==> src/rtl/instr_loader.sv <==
// instr_loader
//   Write side of the 9-bit instruction store. Receives a program image over a
//   byte stream (length, word records, XOR checksum), writes each word into the
//   instruction memory and keeps the CPU stalled until a complete image with a
//   matching checksum has been written.
//
//   Image: LEN_LO, LEN_HI (16-bit word count N, little-endian), then N records
//   of {LO = bits 7:0, HI = bit 8 in HI[0], HI[7:1] must be 0}, then CSUM =
//   XOR of all record bytes (length bytes excluded).
//
// Ports
//   clk       system clock, rising edge
//   reset     synchronous active-high reset
//   start     single-cycle pulse, begins a load session (IDLE/DONE/ERR only)
//   rx_data   incoming byte
//   rx_valid  rx_data valid
//   rx_ready  loader accepts a byte this cycle (registered)
//   wr_en     instruction memory write strobe
//   wr_addr   write address (D bits)
//   wr_data   write data, 9-bit machine word
//   cpu_hold  stalls CPU / program counter while high
//   done      load finished, checksum matched (level)
//   error     load aborted (level)
module instr_loader #(
  parameter int unsigned D = 12
) (
  input  logic         clk,
  input  logic         reset,
  input  logic         start,
  input  logic [7:0]   rx_data,
  input  logic         rx_valid,
  output logic         rx_ready,
  output logic         wr_en,
  output logic [D-1:0] wr_addr,
  output logic [8:0]   wr_data,
  output logic         cpu_hold,
  output logic         done,
  output logic         error
);

  typedef enum logic [3:0] {
    IDLE, LEN_LO, LEN_HI, DATA_LO, DATA_HI, WRITE, CSUM, DONE, ERR
  } state_t;

  state_t      state;
  logic [7:0]  len_lo;
  logic [15:0] len;
  logic [7:0]  data_lo;
  logic [7:0]  csum;
  // One bit wider than the address so that N == 2**D is representable.
  logic [D:0]  idx;

  logic        accept;
  logic [15:0] n_rx;
  logic        n_bad;
  logic        last_word;

  always_comb begin
    accept    = rx_valid && rx_ready;
    n_rx      = {rx_data, len_lo};
    n_bad     = (n_rx == 16'd0) || ({16'd0, n_rx} > (32'd1 << D));
    last_word = (32'(idx) == (32'(len) - 32'd1));
  end

  // rx_ready is registered, so every transition into a byte-accepting state
  // raises it and every transition out of one lowers it.
  always_ff @(posedge clk) begin
    if (reset) begin
      state    <= IDLE;
      rx_ready <= 1'b0;
      wr_en    <= 1'b0;
      wr_addr  <= '0;
      wr_data  <= '0;
      cpu_hold <= 1'b1;
      done     <= 1'b0;
      error    <= 1'b0;
      len_lo   <= '0;
      len      <= '0;
      data_lo  <= '0;
      csum     <= '0;
      idx      <= '0;
    end else begin
      wr_en <= 1'b0;
      case (state)
        IDLE, DONE, ERR: begin
          if (start) begin
            state    <= LEN_LO;
            rx_ready <= 1'b1;
            done     <= 1'b0;
            error    <= 1'b0;
            cpu_hold <= 1'b1;
            idx      <= '0;
            csum     <= '0;
          end
        end
        LEN_LO: begin
          if (accept) begin
            len_lo <= rx_data;
            state  <= LEN_HI;
          end
        end
        LEN_HI: begin
          if (accept) begin
            len <= n_rx;
            if (n_bad) begin
              state    <= ERR;
              rx_ready <= 1'b0;
              error    <= 1'b1;
              cpu_hold <= 1'b1;
            end else begin
              state <= DATA_LO;
            end
          end
        end
        DATA_LO: begin
          if (accept) begin
            data_lo <= rx_data;
            csum    <= csum ^ rx_data;
            state   <= DATA_HI;
          end
        end
        DATA_HI: begin
          if (accept) begin
            csum     <= csum ^ rx_data;
            rx_ready <= 1'b0;
            if (rx_data[7:1] != 7'd0) begin
              state    <= ERR;
              error    <= 1'b1;
              cpu_hold <= 1'b1;
            end else begin
              state   <= WRITE;
              wr_en   <= 1'b1;
              wr_addr <= idx[D-1:0];
              wr_data <= {rx_data[0], data_lo};
            end
          end
        end
        WRITE: begin
          idx      <= idx + (D+1)'(1);
          rx_ready <= 1'b1;
          state    <= last_word ? CSUM : DATA_LO;
        end
        CSUM: begin
          if (accept) begin
            rx_ready <= 1'b0;
            if (rx_data == csum) begin
              state    <= DONE;
              done     <= 1'b1;
              cpu_hold <= 1'b0;
            end else begin
              state    <= ERR;
              error    <= 1'b1;
              cpu_hold <= 1'b1;
            end
          end
        end
        default: begin
          state    <= IDLE;
          rx_ready <= 1'b0;
        end
      endcase
    end
  end

endmodule

==> config.mk <==
export PLATFORM = sky130hd
export DESIGN_NAME = instr_loader
export DESIGN_NICKNAME = d
export VERILOG_FILES = /design/src/rtl/instr_loader.sv
export SDC_FILE = /design/constraint.sdc
export NUM_CORES = 1
export LEC_CHECK = 0
export BUFFER_PORTS_ARGS = -buffer_cell sky130_fd_sc_hd__buf_2
export CORE_ASPECT_RATIO = 1.2
export CORE_MARGIN = 2
export CORE_UTILIZATION = 30
export DETAILED_ROUTE_END_ITERATION = 12
export GPL_TIMING_DRIVEN = 1
export SYNTH_ARGS = -nofsm -noshare
export SYNTH_HDL_FRONTEND = slang
export SYNTH_SLANG_ARGS = --single-unit
export TNS_END_PERCENT = 1
==> constraint.sdc <==
create_clock -name clk -period 5.29 [get_ports clk]
set_clock_uncertainty 0.05 [all_clocks]
set_input_delay 0.529 -clock clk [delete_from_list [all_inputs] [get_ports clk]]
set_output_delay 0.529 -clock clk [all_outputs]
set_load 0.02 [all_outputs]
Word-level counts from Yosys, hierarchy flattened

Index checks and enable logic that the tools add are counted.

Shift operators: 0
Equality and inequality tests: 22
$mul: 0
Bitwise gates (word level): 5
Muxes and demuxes: 36
Add/subtract/negate cells: 2
Divide/modulo/power cells: 0
Reductions and logical operators: 25
Magnitude comparators: 1

Operator list:

| cell                    | number |
|---|---|
| $mux W4                 | 9 |
| $eq A13 B32 Y1          | 1 |
| $pmux W4 S7             | 1 |
| $pmux W13 S2            | 1 |
| $ne A2 B2 Y1 const B    | 10 |
| $sub A16 B1 Y17 const B | 1 |
| $eq A4 B3 Y1 const B    | 4 |
| $gt A16 B13 Y1 const B  | 1 |
| $logic_not A16 Y1       | 1 |
| $mux W1                 | 16 |
| $mux W8                 | 2 |
| $pmux W8 S2             | 1 |
| $add A13 B1 Y13 const B | 1 |
| $mux W13                | 1 |
| $eq A4 B2 Y1 const B    | 2 |
| $eq A8 B8 Y1            | 1 |
| $pmux W1 S4             | 2 |
| $reduce_and A2 Y1       | 4 |
| $reduce_and A8 Y1       | 1 |
| $xor A8 B8 Y8           | 1 |
| $reduce_and A7 Y1       | 1 |
| $reduce_bool A7 Y1      | 1 |
| $reduce_and A3 Y1       | 2 |
| $reduce_and A6 Y1       | 1 |
| other kinds (16)        | 25 |

Memories: 0
Input bits: 12
Bits in latches: 0
Output and inout port bits: 26
Word-level logic and storage cells: 104
Bits in registers: 83
Bits in writable memories: 0
Bits in read-only memories: 0

Depth between registers and ports, before layout

Gate-level depths: netlist (run 1).

Depth in word-level cells: 5
Mapped depth: 10
Mapped depth without buffers: 9

Worst setup path before layout (run 1)

Ideal clock, no wire load.

Kind: flip-flop to flip-flop
Start point: register len[0]
End point: register state[0]
Cell stages (with the launch flop): 10
Arrival time: 2.028 ns
Data required time: 5.120 ns
Path buffers: 0
Slack: 3.093 ns
Period minus slack after synthesis: 2.197 ns
Library setup time: 0.120 ns
Cells stage by stage: dfxtp_1 > inv_1 > ha_1 > nor3b_1 > nand2_1 > nor2_1 > a21oi_1 > a2111oi_2 > nand4b_1 > a211o_1

Word-level cells in the longest chain between the ends: 4

RTL lines:

| element                | line | text |
|---|---|---|
| start, declared        | 47   | `logic [15:0] len;` |
| start signal, assigned | 104  | `len <= n_rx;` |
| $sub A16 B1 Y17        | 62   | `last_word = (32'(idx) == (32'(len) - 32'd1));` |
| $eq A13 B32 Y1         | 62   |  |
| $mux W3                | 141  | `state <= last_word ? CSUM : DATA_LO;` |
| $pmux W4 S7            | 84   | `case (state)` |
| end signal, assigned   | 141  |  |
| end, declared          | 45   | `state_t state;` |

Every way passes these cells.
A chain may end at the register's enable or synchronous reset.

Worst setup path after layout (run 1)

Ends and elaborated chain as after synthesis.

==> run_results.csv, run 1 <==
group,metric,value,unit
power_and_ir_drop,leakagePower,1.61,nW
clock_network,holdBufCountCts,0,
placed_design,portBuffers,37,
logic_synthesis,synth-edff-count,0,
placed_design,dp_cells,689,
critical_path,cp_max_fo,5,
floorplanning,start_util,30.6,%
sta,worst_slack,2.68,ns
sta,worstMarginPinSlew,1.15,ns
detailed_routing,vias_per_cell,5.16,
logic_synthesis,synth_cell_type_count,57,
floorplanning,ios,38,
floorplanning,fp.coreArea,13200,um^2
logic_synthesis,ys_async_sr_fraction,0,%
critical_path,cp_slowest_stage_delay,0.51,ns
logic_synthesis,ys.flop_type,"dfxtp_1",
detailed_routing,drc,0,
detailed_routing,routedWlPerCell,14.2,um
critical_path,endpoint_kind,"register",
clock_network,clockBufferDepth,2,
floorplanning,placementRows,46,
critical_path,crit_type,"register to register",
critical_path,path_delay_family,"simple AND/OR/NAND/NOR gates",
logic_synthesis,yosys_warnings,0,
clock_network,cts_buffers,9,
run_status,outcome,"finished, final reports clean",
power_and_ir_drop,ir_drop,0.204,mV
clock_network,clk_pin_slew,0.06,ns
grt,globalRoute.totalOverflow,0,
clock_network,cts_resized,0,
clock_network,cts_num_sinks,83,
sta,fin_crit,2.61,ns
sta,grt_setup_unrepaired,"no",
sta,slew_viol_final,0,
floorplanning,die-area,14400,um^2
detailed_routing,final_antenna_net_count,0,
clock_network,htree_levels,3,
clock_network,post-cts-setup-buffers,0,
logic_synthesis,syn-cell-area,4040,um^2
placed_design,place_congestion,0.834,
detailed_routing,drt-initial-drc-count,252,
sta,setup_violations,0,
clock_network,insertion_delay,0.34,ns
detailed_routing,wl,10000,um
sta,finalSetupTns,0,ns
grt,grt_pass1_wl,16600,um
sta,holdWs,0.405,ns
flow_run,cap_violations,0,
detailed_routing,first_pass_iters,5,
floorplanning,die_x,110,um
critical_path,cp.required,5.47,ns
sta,hold_violations,0,
sta,post-route-period-util,49.4,%
grt,gr-usage-all-layers,14.6,%
critical_path,crit_path_start_kind,"register",
logic_synthesis,syn_nets,522,
min_path,min_path_type,"register to register",
critical_path,critPathSlowestCell,"nor3b_1",
placed_design,dpl_worst_slack,2.64,ns
sta,maxClockFrequency,0.382,GHz
final_layout,diodes,0,
logic_synthesis,synth_seq_area_share,41.2,%
logic_synthesis,synthCells,508,
logic_synthesis,synth.ff_latch_count,83,
critical_path,crit_chain,"inv_1 > ha_1 > nor3b_1 > nand2_1 > nor2_1 > a21oi_1 > a2111oi_2 > nand4b_1 > a211o_1",
placed_design,dp_hpwl,7070,um
grt,antenna_found_initial,0,
grt,grt_pass1_vias,3400,
final_layout,final_common_cell,"nand2_1",
clock_network,root_buffer,"clkbuf_16",
clock_network,cts_tree,"yes",
final_layout,stdcell_count,705,
floorplanning,fp.dieH,131,um
final_layout,final_cell_mix,"nand2_1, dfxtp_1, a21oi_1, nor2_1, buf_2",
final_layout,drive_gt1_share,13.2,%
final_layout,syn2layout_area_growth,14.9,%
sta,max-slew-margin-rel,22.5,%
grt,grt_max_degree,86,
detailed_routing,vias,3638,
critical_path,path_buf_inv,1,
logic_synthesis,syn_avg_cell_area,7.94,um^2
final_layout,final_core_util,35.2,%
power_and_ir_drop,pwr_density_cell,334,nW/um^2
critical_path,crit_arrival,2.80,ns
final_layout,nets,546,
==> path summary, 6_finish.rpt <==
check,from,end,slack (ns),depth (start not counted)
setup / recovery,len[0]$_SDFFE_PP0P_,state[0]$_SDFFE_PP0P_,2.68,9
hold / removal,wr_addr[1]$_SDFFE_PP0P_,wr_addr[1]$_SDFFE_PP0P_,0.41,2
setup reg to reg,len[0]$_SDFFE_PP0P_,state[0]$_SDFFE_PP0P_,2.68,9
hold reg to reg,wr_addr[1]$_SDFFE_PP0P_,wr_addr[1]$_SDFFE_PP0P_,0.41,2
==> metal layers <==
metal	track usage [%]	vias up	share of wire, %
met3	2.53	20	2.9
met4	7.15	0	2.8
met5	0	-	0
met2	24.2	72	48
met1	18.3	1732	46
li1	-	1814	-
==> stage by stage <==
step                      cell area [um^2]  total power, W
after CTS                             4640         0.00156
after global routing                  4640         0.00162
after global placement                4330        0.000919
after floorplan                       4040        0.000862
final                                 4640         0.00155
after detailed placement              4330        0.000924
==> state kept, by name, indices dropped and copies added, names as in the netlist, 4 cells and up <==
register / count
data_lo: 8
len: 16
csum: 8
idx: 13
wr_addr: 12
len_lo: 8
state: 4
wr_data: 9
==> worst reg2reg max path, stage by stage, from the launching register on <==
cell	delay [ns]
dfxtp_1	0.37
inv_1	0.08
ha_1	0.20
nor3b_1	0.51
nand2_1	0.21
nor2_1	0.14
a21oi_1	0.06
a2111oi_2	0.35
nand4b_1	0.22
a211o_1	0.32
==> where the power goes <==
part	internal [W]	switching, W
logic	0.0000805	0.000157
registers	0.000646	0.0000297
clock network	0.000378	0.000258
total	0.00110	0.000444
==> cells in the mapped netlist (5+ instances only) <==
cell,instances,area share [%]
xor2_1,7,1.5
nor2b_1,8,1.2
mux2i_1,17,4.2
nand3_1,13,1.6
nand2_1,98,9.1
clkbuf_1,19,1.8
a21boi_0,9,1.7
dfxtp_1,83,41
a21oi_1,68,8.4
inv_1,10,0.93
nand2b_1,7,1.1
nor3_1,7,0.87
xnor2_1,9,2.0
or3_1,5,0.78
nor2_1,51,4.7
nor4_1,5,0.78
o21ai_0,15,1.9
==> logic make-up (layout without fill, tap and decap cells) <==
kind of cell,Yosys count,after routing,synth area share [%]
AND/OR/NAND/NOR,230,230,27.9
AO/OA/AOI/OAI,120,120,17.7
flip-flops,83,83,41.2
buffers and inverters,37,66,4.09
multiplexers,20,20,5.05
XOR/XNOR,16,16,3.47
adder cells (fa/ha/maj),2,2,0.620
==> cell type report <==
| type | instances | area [um^2] |
|---|---|---|
| Multi-Input combinational cell | 388 | 2210 |
| Inverter | 10 | 37.5 |
| Fill cell | 1340 | 8540 |
| Tap cell | 168 | 210 |
| Timing Repair Buffer | 40 | 208 |
| Clock buffer | 10 | 239 |
| Sequential cell | 83 | 1660 |
| Clock inverter | 6 | 65.1 |
Note: power is estimated with default switching activity, not from simulation.
==> run 2: changes to the inputs <==
- clock period: 5.29 -> 2.6 ns (I/O delays scaled with it)
==> run 2 against run 1 <==
Critical path type unchanged. Critical path depth fell by 3. Highest routed layer unchanged. Clock-buffer cell count did not move. Register-to-register slack got worse by 2.4 ns.
==> run_results.csv, run 2 (synthesis gave the netlist of run 1 again) <==
group,metric,value,unit
placed_design,dp_hpwl,7510,um
final_layout,drive_gt1_share,14.5,%
final_layout,reg_top3,"len x16, idx x13, wr_addr x12",
final_layout,final_area,4690,um^2
grt,antenna_found_initial,0,
clock_network,insertion_delay,0.34,ns
sta,max-slew-margin-rel,60.2,%
final_layout,nets,556,
sta,slew_viol_final,0,
grt,use_met2,25.7,%
floorplanning,fp.coreArea,13200,um^2
grt,globalRouteMet3Util,3.08,%
sta,setup_violations,0,
clock_network,cts_resized,0,
grt,grt_pass1_wl,17200,um
final_layout,syn2layout_area_growth,16.2,%
clock_network,clk_pin_slew,0.06,ns
sta,post-route-period-util,89.5,%
clock_network,cts_buffers,9,
detailed_routing,first_pass_iters,5,
grt,met1_usage,18.6,%
critical_path,endpoint_kind,"register",
detailed_routing,drc,0,
floorplanning,die_x,110,um
critical_path,crit_path_start_kind,"register",
final_layout,largest_register_ffs,16,
power_and_ir_drop,p_total,0.00313,W
sta,grt_setup_unrepaired,"no",
power_and_ir_drop,ir_drop,0.405,mV
power_and_ir_drop,pwr_density_cell,666,nW/um^2
sta,maxClockFrequency,0.430,GHz
power_and_ir_drop,leakagePower,1.65,nW
clock_network,cts_tree,"yes",
final_layout,stdcell_count,714,
critical_path,crit_type,"register to register",
floorplanning,start_util,30.6,%
clock_network,htree_levels,3,
flow_run,cap_violations,0,
clock_network,clockBufferDepth,2,
grt,gr-usage-all-layers,15.3,%
critical_path,cp_max_fo,8,
clock_network,cts_num_sinks,83,
grt,globalRoute.totalOverflow,0,
clock_network,root_buffer,"clkbuf_16",
final_layout,largest_register,"len",
placed_design,post_dp_cell_area,4410,um^2
clock_network,post-cts-setup-buffers,0,
detailed_routing,wl,10300,um
final_layout,final_cell_mix,"nand2_1, dfxtp_1, a21oi_1, nor2_1, buf_2",
detailed_routing,drt-initial-drc-count,161,
final_layout,diodes,0,
floorplanning,placementRows,46,
sta,finalSetupTns,0,ns
critical_path,crit_arrival,2.50,ns
detailed_routing,vias,3631,
run_status,outcome,"finished, final reports clean",
grt,grt_busiest_layer,"met2",
min_path,min_path_type,"primary input to register",
placed_design,dp_cells,699,
clock_network,holdBufCountCts,0,
floorplanning,die-area,14400,um^2
grt,grt_pass1_vias,3496,
placed_design,portBuffers,37,
sta,fin_crit,2.33,ns
placed_design,place_congestion,0.896,
floorplanning,ios,38,
detailed_routing,final_antenna_net_count,0,
sta,hold_violations,0,
detailed_routing,routedWlPerCell,14.4,um
sta,holdWs,0.199,ns
final_layout,final_common_cell,"nand2_1",
floorplanning,fp.dieH,131,um
critical_path,cp.required,2.77,ns
sta,worstMarginPinSlew,0.591,ns
grt,grt_max_degree,43,
detailed_routing,vias_per_cell,5.09,
## run 2: cell types whose count changed in the layout (fill, tap and decap cells not counted)
cell,previous run,this run
clkinvlp_4,1,2
clkinv_4,2,0
buf_4,3,13
clkbuf_1,0,1
clkbuf_8,1,0
## run 2: through the flow
stage	worst slack (ns)	util, %
2_1_floorplan	0.403	-
3_3_place_gp	0.308	33.4
3_5_place_dp	0.262	33.4
4_1_cts	0.255	35.6
5_1_grt	0.128	35.6
6_report	0.274	35.6
## run 2: path summary, 6_finish.rpt
kind | startpoint | to | slack (ns) | depth (start not counted)
worst max register to register | state[2]$_SDFFE_PP0P_ | cpu_hold$_SDFFE_PP1P_ | 0.27 | 6
worst min register to register | wr_addr[4]$_SDFFE_PP0P_ | wr_addr[4]$_SDFFE_PP0P_ | 0.40 | 2
worst max-delay path | state[2]$_SDFFE_PP0P_ | cpu_hold$_SDFFE_PP1P_ | 0.27 | 6
worst min-delay path | rx_data[2] | len[10]$_SDFFE_PP0P_ | 0.20 | 3
## run 2: critical path: stages, from the launching register on
cell and delay [ns]:
dfxtp_1 0.49, nand2_1 0.18, a2111o_1 0.42, a2111oi_0 0.37
and3_1 0.28, nor2b_2 0.09, a221o_1 0.32
## run 2: cell type report
| type | instances | area [um^2] |
|---|---|---|
| Tap cell | 168 | 210 |
| Clock inverter | 5 | 55.1 |
| Inverter | 10 | 37.5 |
| Fill cell | 1361 | 8490 |
| Multi-Input combinational cell | 388 | 2210 |
| Timing Repair Buffer | 50 | 283 |
| Sequential cell | 83 | 1660 |
| Clock buffer | 10 | 229 |
## run 2: power breakdown
group          switching (W)  leakage (nW)  internal, W  total, W
logic               0.000340         0.843     0.000183  0.000523
registers          0.0000513         0.669      0.00131   0.00137
clock network       0.000502         0.134     0.000735   0.00124
total               0.000893          1.65      0.00223   0.00313
## run 2: per-layer routing
metal | vias to the layer above | wire length (um)
li1 | 1825 | -
met1 | 1723 | 4570
met2 | 62 | 5010
met3 | 21 | 347
met4 | 0 | 355
met5 | - | 0
==> run 3: changes to the inputs <==
- ABC_AREA: unset -> 1
==> run 3 against run 2 <==
Wire length increased by 0.91%. Sequential share of layout area fell by 0.80 points. Maximum frequency grew 15%. Sequential power up 4%. Core utilization fell by 0.56 points. Non-clock buffer count is 6 lower. Combinational power rose by 52%. Critical path type unchanged. Largest power group unchanged.
==> run_results.csv, run 3 <==
group,metric,value,unit
grt,grt_max_degree,44,
final_layout,final_common_cell,"nand2_1",
power_and_ir_drop,p_switching,0.00113,W
detailed_routing,vias,3822,
critical_path,r2r_cells,10,
critical_path,r2r-end,"csum[3]$_SDFFE_PP0P_",
floorplanning,start_util,30.5,%
power_and_ir_drop,swShare,33.0,%
critical_path,r2r-start,"state[2]$_SDFFE_PP0P_",
clock_network,cts_buffers,9,
clock_network,cts_num_sinks,83,
critical_path,crit_type,"register to register",
final_layout,nFillCells,1496,
logic_synthesis,synth_cell_type_count,41,
flow_run,cap_violations,0,
clock_network,post-cts-setup-buffers,0,
floorplanning,ios,38,
power_and_ir_drop,pwr_density_cell,710,nW/um^2
final_layout,reg_top3,"len x16, idx x13, wr_addr x12",
floorplanning,die_x,112,um
critical_path,path_buf_inv,3,
logic_synthesis,yosys.area.top_type,"dfxtp_1",
floorplanning,die-area,14900,um^2
detailed_routing,drt-initial-drc-count,165,
critical_path,endpoint_kind,"register",
sta,slew_viol_final,0,
critical_path,critical_path.endpoint,"csum[3]$_SDFFE_PP0P_",
critical_path,crit_chain,"inv_2 > nor2_2 > inv_1 > nor2_1 > a21oi_2 > nor2_4 > inv_2 > a21oi_4 > o21ai_0 > o211a_1",
detailed_routing,vias_per_cell,4.72,
power_and_ir_drop,ir_drop,0.368,mV
power_and_ir_drop,p_clk_share,34.6,%
critical_path,path_delay_family,"compound AO/OA/AOI/OAI gates",
sta,maxClockFrequency,0.493,GHz
clock_network,clk_pin_slew,0.06,ns
clock_network,cts_tree,"yes",
logic_synthesis,syn_nets,615,
placed_design,place_congestion,0.828,
logic_synthesis,yosys_warnings,0,
final_layout,final_cell_mix,"nand2_1, inv_1, dfxtp_1, a21oi_1, o21ai_0",
final_layout,syn2layout_area_growth,14.9,%
logic_synthesis,synthCells,601,
logic_synthesis,ys_async_sr_fraction,0,%
sta,grt_setup_unrepaired,"no",
clock_network,insertion_delay,0.34,ns
clock_network,cts_resized,0,
critical_path,cp_max_fo,16,
grt,globalRoute.totalOverflow,0,
logic_synthesis,synth-edff-count,0,
grt,grt_pass1_vias,3475,
sta,post-route-period-util,78.0,%
min_path,min_path_type,"primary input to register",
grt,antenna_found_initial,0,
critical_path,cpMostUsedCell,"inv_2",
logic_synthesis,syn_avg_cell_area,6.95,um^2
final_layout,diodes,0,
critical_path,r2r_slack,0.57,ns
logic_synthesis,synth_common_cells,"nand2_1, inv_1, dfxtp_1",
critical_path,crit_path_start_kind,"register",
floorplanning,placementRows,47,
logic_synthesis,ys.flop_type,"dfxtp_1",
sta,worstMarginPinSlew,0.561,ns
sta,hold_violations,0,
critical_path,cp_slowest_stage_delay,0.39,ns
logic_synthesis,synth_compound_area_share,19.5,%
logic_synthesis,synth_xor_area_share,3.77,%
final_layout,largest_register,"len",
detailed_routing,final_antenna_net_count,0,
clock_network,htree_levels,3,
final_layout,drive_gt1_share,12.7,%
critical_path,crit_arrival,2.21,ns
logic_synthesis,synth_top_family_by_area,"simple AND/OR/NAND/NOR gates",
critical_path,worst-path-stages,10,
critical_path,critPathSlowestCell,"a21oi_4",
logic_synthesis,syn-cell-area,4180,um^2
logic_synthesis,synth_most_common_cell,"nand2_1",
logic_synthesis,synth_top_area_share,39.8,%
grt,gr-usage-all-layers,14.2,%
placed_design,dp_hpwl,7780,um
sta,fin_crit,2.03,ns
power_and_ir_drop,pwr-share-comb,23.4,%
critical_path,startpoint,"state[2]$_SDFFE_PP0P_",
final_layout,nets,648,
power_and_ir_drop,p_seq_share,42.1,%
final_layout,largest_register_ffs,16,
floorplanning,fp.dieH,133,um
sta,max-slew-margin-rel,62.5,%
logic_synthesis,synthMuxAreaShare,0,%
logic_synthesis,synth.ff_latch_count,83,
run_status,outcome,"finished, final reports clean",
power_and_ir_drop,p_int,0.00228,W
logic_synthesis,yosys.area_share.simple,26.0,%
sta,finalSetupTns,0,ns
placed_design,portBuffers,37,
detailed_routing,first_pass_iters,4,
sta,setup_violations,0,
clock_network,holdBufCountCts,0,
grt,grt_pass1_wl,17100,um
floorplanning,fp.coreArea,13700,um^2
clock_network,clockBufferDepth,2,
detailed_routing,wl,10400,um
logic_synthesis,synth-adder-area-share,0.599,%
clock_network,root_buffer,"clkbuf_16",
detailed_routing,routedWlPerCell,12.8,um
detailed_routing,drc,0,
power_and_ir_drop,p_total,0.00341,W
logic_synthesis,synthTopCellsByArea,"dfxtp_1, nand2_1, a21oi_1",
critical_path,cp.required,2.78,ns
logic_synthesis,synth_seq_area_share,39.8,%
power_and_ir_drop,leakagePower,2.09,nW
==> run 3: changes by cell type in the layout (fill, tap and decap cells not counted), moves of 6 or more <==
cell      change
nand2_1      +26
nand2b_1      -7
nor2b_1       -8
buf_4         -6
o21ai_0      +40
inv_1        +75
nand3_1      +22
mux2i_1      -17
a21boi_0      -9
==> run 3: logic make-up (layout without fill, tap and decap cells) <==
logic type | count (synthesis) | after routing
AND/OR/NAND/NOR | 242 | 242
flip-flops | 83 | 83
adder cells (fa/ha/maj) | 2 | 2
AO/OA/AOI/OAI | 146 | 146
buffers and inverters | 110 | 148
XOR/XNOR | 18 | 18
==> run 3: routing by layer <==
layer,part of all wire [%],track usage (%),up-vias
met1,46,17.9,1753
met2,50,24.6,45
li1,-,-,2010
met3,2.7,2.37,14
met4,1.5,4.87,0
met5,0,0,-
==> run 3: layout make-up <==
type	instances	area (um^2)	share of cell area [%]
multi-input combinational	408	2090	43.5
sequential	83	1660	34.6
inverter	88	330	6.88
timing repair buffer	44	238	4.95
clock buffer	10	229	4.77
tap	171	214	4.46
clock inverter	6	41.3	0.860
==> run 3: how the worst min path moves through the flow <==
stage | startpoint | to | slack (ns) | cells past startpoint
finish | rx_data[0] | data_lo[0]$_SDFFE_PP0P_ | 0.22 | 3
global route | rx_data[4] | data_lo[4]$_SDFFE_PP0P_ | 0.22 | 3
CTS | rx_data[2] | data_lo[2]$_SDFFE_PP0P_ | 0.21 | 3
detailed placement | wr_addr[6]$_SDFFE_PP0P_ | wr_addr[6]$_SDFFE_PP0P_ | 0.38 | 2
global placement | wr_addr[4]$_SDFFE_PP0P_ | wr_addr[4]$_SDFFE_PP0P_ | 0.38 | 2
floorplan | rx_data[2] | len[10]$_SDFFE_PP0P_ | 0.37 | 2
==> run 3: worst register-to-register path: cells and delay by family, from the launching register on <==
family / cells / cell delay, ns
AOI/OAI and AO/OA: 4 / 0.77
buffers and inverters: 3 / 0.31
DFF: 1 / 0.35
and+or+nand+nor: 3 / 0.44
==> run 3: per-stage QoR <==
step                hold WS (ns)  instance area (um^2)  util (%)  worst slack, ns  std cells
finish                     0.222                  4800      35.0            0.571        810
global route               0.221                  4800      35.0            0.326        810
CTS                        0.211                  4800      35.0            0.568        810
detailed placement         0.385                  4530      33.1            0.598        794
global placement           0.382                  4530      33.1            0.588        794
floorplan                  0.374                  4180         -            0.870        601
==> run 3: power groups by stage <==
| stage | sequential (W) | clock, W | combinational (W) |
|---|---|---|---|
| after global routing | 0.00145 | 0.00126 | 0.000914 |
| after global placement | 0.00146 | 0 | 0.000795 |
| after CTS | 0.00143 | 0.00120 | 0.000801 |
| final | 0.00143 | 0.00118 | 0.000797 |
| after floorplan | 0.00146 | 0 | 0.000613 |
| after detailed placement | 0.00146 | 0 | 0.000797 |
